===== config.mk =====
export PLATFORM = sky130hd
export DESIGN_NAME = cond_unit
export DESIGN_NICKNAME = d
export VERILOG_FILES = /design/src/rtl/cond_unit.sv
export SDC_FILE = /design/constraint.sdc
export NUM_CORES = 1
export LEC_CHECK = 0
export CELL_PAD_IN_SITES_DETAIL_PLACEMENT = 2
export CELL_PAD_IN_SITES_GLOBAL_PLACEMENT = 2
export CORE_MARGIN = 1
export CORE_UTILIZATION = 35
export CTS_BUF_LIST = sky130_fd_sc_hd__clkbuf_2 sky130_fd_sc_hd__clkbuf_4 sky130_fd_sc_hd__clkbuf_8
export DETAILED_ROUTE_END_ITERATION = 6
export DONT_BUFFER_PORTS = 1
export GPL_TIMING_DRIVEN = 0
export PLACE_DENSITY_LB_ADDON = 0.1
export REMOVE_ABC_BUFFERS = 1
export SETUP_SLACK_MARGIN = 0.05
export SYNTH_ARGS = -nofsm -noshare
export SYNTH_HDL_FRONTEND = slang
export SYNTH_SLANG_ARGS = --single-unit

===== constraint.sdc =====
create_clock -name clk -period 6.2 [get_ports clk]
set_input_delay 0.93 -clock clk [delete_from_list [all_inputs] [get_ports clk]]
set_output_delay 0.93 -clock clk [all_outputs]
set_load 0.02 [all_outputs]

===== src/rtl/cond_unit.sv =====
// Conditional-execution unit: holds the NZCV flags register, evaluates the
// condition field and gates write/branch controls; keeps debug execute/squash counts.
module cond_unit #(
  parameter int CNT_W = 16
) (
  input  logic             clk,
  input  logic             rst_n,
  input  logic             instr_valid,
  input  logic [3:0]       cond,
  input  logic [3:0]       alu_flags,
  input  logic [1:0]       flag_w,
  input  logic             pc_src,
  input  logic             reg_write,
  input  logic             mem_write,
  input  logic             no_write,
  input  logic             cnt_clr,
  output logic             cond_ex,
  output logic             pc_src_out,
  output logic             reg_write_out,
  output logic             mem_write_out,
  output logic [3:0]       flags_q,
  output logic [CNT_W-1:0] exec_cnt,
  output logic [CNT_W-1:0] skip_cnt
);

  localparam logic [CNT_W-1:0] CNT_MAX = '1;
  localparam logic [CNT_W-1:0] CNT_ONE = {{(CNT_W-1){1'b0}}, 1'b1};

  logic             n_f, z_f, c_f, v_f;
  logic             cond_pass;
  logic [3:0]       flags_d;
  logic [CNT_W-1:0] exec_cnt_q, exec_cnt_d;
  logic [CNT_W-1:0] skip_cnt_q, skip_cnt_d;

  // Decode reads the registered flags only, so an instruction never sees its own flag write.
  assign {n_f, z_f, c_f, v_f} = flags_q;

  always_comb begin
    // NOTE: every always_comb output gets a default first so no path can infer a latch.
    cond_pass = 1'b1;
    case (cond)
      4'b0000: cond_pass = z_f;
      4'b0001: cond_pass = !z_f;
      4'b0010: cond_pass = c_f;
      4'b0011: cond_pass = !c_f;
      4'b0100: cond_pass = n_f;
      4'b0101: cond_pass = !n_f;
      4'b0110: cond_pass = v_f;
      4'b0111: cond_pass = !v_f;
      4'b1000: cond_pass = c_f && !z_f;
      4'b1001: cond_pass = !c_f || z_f;
      4'b1010: cond_pass = (n_f == v_f);
      4'b1011: cond_pass = (n_f != v_f);
      4'b1100: cond_pass = !z_f && (n_f == v_f);
      4'b1101: cond_pass = z_f || (n_f != v_f);
      default: cond_pass = 1'b1;
    endcase
  end

  assign cond_ex       = instr_valid & cond_pass;
  assign pc_src_out    = pc_src & cond_ex;
  assign reg_write_out = reg_write & cond_ex & !no_write;
  assign mem_write_out = mem_write & cond_ex;

  // N,Z and C,V halves update independently.
  always_comb begin
    flags_d = flags_q;
    if (cond_ex && flag_w[1]) flags_d[3:2] = alu_flags[3:2];
    if (cond_ex && flag_w[0]) flags_d[1:0] = alu_flags[1:0];
  end

  always_comb begin
    exec_cnt_d = exec_cnt_q;
    skip_cnt_d = skip_cnt_q;
    if (cnt_clr) begin
      exec_cnt_d = '0;
      skip_cnt_d = '0;
    end else if (cond_ex) begin
      if (exec_cnt_q != CNT_MAX) exec_cnt_d = exec_cnt_q + CNT_ONE;
    end else if (instr_valid) begin
      if (skip_cnt_q != CNT_MAX) skip_cnt_d = skip_cnt_q + CNT_ONE;
    end
  end

  // NOTE: sequential state uses non-blocking assignments so all flops sample pre-edge values.
  always_ff @(posedge clk or negedge rst_n) begin
    if (!rst_n) begin
      flags_q    <= 4'b0000;
      exec_cnt_q <= '0;
      skip_cnt_q <= '0;
    end else begin
      flags_q    <= flags_d;
      exec_cnt_q <= exec_cnt_d;
      skip_cnt_q <= skip_cnt_d;
    end
  end

  assign exec_cnt = exec_cnt_q;
  assign skip_cnt = skip_cnt_q;

endmodule

==> flow_summary.ini <==
[setup_path]
cp.arrival_ns = 2.91
start_kind = input pin
crit_required_ns = 5.27
endpoint_kind = output port
critPathKind = input pin to output port
crit_fanout = 10

[drt]
first_pass_iters = 4
drt-initial-drc-count = 73
wl_per_cell_um = 19.0
post_drt_via_cell_ratio = 6.00
drc_errors = 0
via_count = 1883
wl_um = 5960
ant_nets = 0

[synthesis]
syn_inst = 241
synth_cell_types = 41
seq_area_frac_synth = 0.421
synth_edf_count = 0
synth_area_per_cell_um2 = 8.87
synthesis.area_um2 = 2140
synth_commonest_cells = dfrtp_1 (36), a21oi_1 (21), o21ai_0 (20)
synth_most_common_cell = dfrtp_1
yosysWarnings = 0
yosysTopAreaCell = dfrtp_1
synth_compound_area_frac = 0.153
synth_mux_area_frac = 0.0655
netlist.area_leader.share = 0.421
ys_ff_latch = 36
synth_top_flop_cell = dfrtp_1
async_flop_share = 1.00
synth_top_family_by_area = simple AND/OR/NAND/NOR gates
synth_xor_area_frac = 0.0123
synthAdderAreaFrac = 0.0117
synth-simple-area-share = 0.295
ys_top_cells_by_area = dfrtp_1 (42%), a21oi_1 (4.9%), o21ai_0 (4.7%)

[clock_tree]
clockRootBuffer = clkbuf_8
cts_setup_buffers = 0
cts_resized = 0
clock_path_buffers = 2
clk_pin_slew_ns = 0.07
cts_tree = built
clkSinkCount = 36
ctsHoldBuffers = 0
clk_latency_ns = 0.29
numCtsBuffers = 5
cts_max_level = 2

[grt]
grt_pass1_wl_um = 9850
first_global_vias = 2119
grt_overflow = 0
grt_max_degree = 40
antenna_found_initial = 0
grt_usage = 0.203

[sta]
fin_setup_tns_ns = 0
setup_violations = 0
slew_headroom = 0.165
rsz0062_at_grt = false
fin_crit_ns = 3.84
final.period_utilization = 0.619
hold_violations = 0
fmax_mhz = 261
finalHoldWorstSlack_ns = 0.330
drv_slew = 0
skew_ns = 0.00595
tightest_slew_ns = 1.25

[layout]
nNetsFinal = 258
drive_gt1_frac = 0.0921
multi_input_area_um2 = 1150
num_antenna_cells = 0
n_fill_cell = 681
regArea_um2 = 901
synthToLayoutAreaGrowth_pct = 6.38

[floorplan]
die_height_um = 80.2
core.rowCount = 28
core_area_um2 = 5920
initial_core_util = 0.361
io_pins = 58
die-width_um = 80.2
die_area_um2 = 6430

[job]
maxCapViolCount = 0

[power_and_ir_drop]
netSwitchingPower_mw = 0.201
internal_power_mw = 0.403
p_leak_nw = 0.878
clkPwrFrac = 0.302
p_comb_frac = 0.191
vdd_drop_max_mv = 0.122
total_power_mw = 0.604
swShare = 0.332
seqPwrFrac = 0.508
power_density_nw_per_um2 = 265

[run_status]
status = finished clean

[min_path]
hp-class = input pin to async pin

[placed_design]
io_buffers = 0
hpwl_um = 4270
gp_congestion = 0.726
[path summary, 6_finish.rpt]
check	from	to	slack, ns	depth (start not counted)
worst max-delay path	cond[1]	pc_src_out	2.36	7
worst min-delay path	rst_n	exec_cnt[13]	0.33	0
worst max register to register	exec_cnt[1]	exec_cnt[4]	3.27	7
worst min register to register	skip_cnt[15]	skip_cnt[15]	0.69	2
max in group asynchronous	rst_n	skip_cnt[3]	5.77	0
min in group clk	skip_cnt[15]	skip_cnt[15]	0.69	2
[final cells by class]
type / instances / area share
multi-input combinational: 187 / 0.506
sequential: 36 / 0.396
clock buffer: 8 / 0.0429
tap: 75 / 0.0413
inverter: 7 / 0.0116
timing repair buffer: 1 / 0.00220
[stage by stage]
| step | std cells | setup slack [ns] | utilization | cell area [µm²] |
|---|---|---|---|---|
| 3_5_place_dp | 306 | 2.28 | 0.368 | 2180 |
| 2_1_floorplan | 230 | 2.37 | - | 2080 |
| 6_report | 314 | 2.36 | 0.384 | 2270 |
| 3_3_place_gp | 305 | 1.78 | 0.367 | 2170 |
| 5_1_grt | 314 | 2.19 | 0.384 | 2270 |
| 4_1_cts | 314 | 2.29 | 0.384 | 2270 |
[placed cells by master (no fill, tap or decap), types with 5 or more instances in the layout]
cell      count
or3_1        16
nand3_1      15
o31ai_1       5
nor2b_1       8
dfrtp_1      36
or4_1         7
inv_1         7
nor2_1       16
o21ai_0      20
clkbuf_8      6
nand2_1      16
mux2_2        8
nand4_1       8
a21oi_1      21
mux2i_1       5
[worst max-delay path: stages]
cell and delay [ns]:
mux2i_1 0.19, mux2i_1 0.23, nand4_1 0.20, o21ai_0 0.57
buf_2 0.34, inv_1 0.18, and2_1 0.27
[state kept, by name, summed over array words and instances (netlist names)]
| register | cells |
|---|---|
| exec_cnt | 16 |
| flags_q | 4 |
| skip_cnt | 16 |
[routing by layer]
| layer | up-vias | part of all wire | wire, µm | track usage |
|---|---|---|---|---|
| met2 | 50 | 0.53 | 3130 | 0.378 |
| met4 | 0 | 0.021 | 123 | 0.0929 |
| met1 | 952 | 0.40 | 2410 | 0.208 |
| li1 | 870 | - | - | - |
| met3 | 11 | 0.049 | 293 | 0.0568 |
| met5 | - | 0 | 0 | 0 |
[logic make-up after synthesis]
kind of cell	after synthesis
xor+xnor	3
flops	36
compound gates	56
mux	13
fa+ha+maj	2
buf+inv	18
simple gates	113
[power groups by stage]
stage	sequential (mW)	clock, mW	combinational (mW)
2_1_floorplan	0.301	0	0.0928
5_1_grt	0.311	0.201	0.129
3_3_place_gp	0.308	0	0.107
6_report	0.307	0.182	0.115
4_1_cts	0.306	0.192	0.117
3_5_place_dp	0.311	0	0.118
Note: power is estimated with default switching activity, not from simulation.
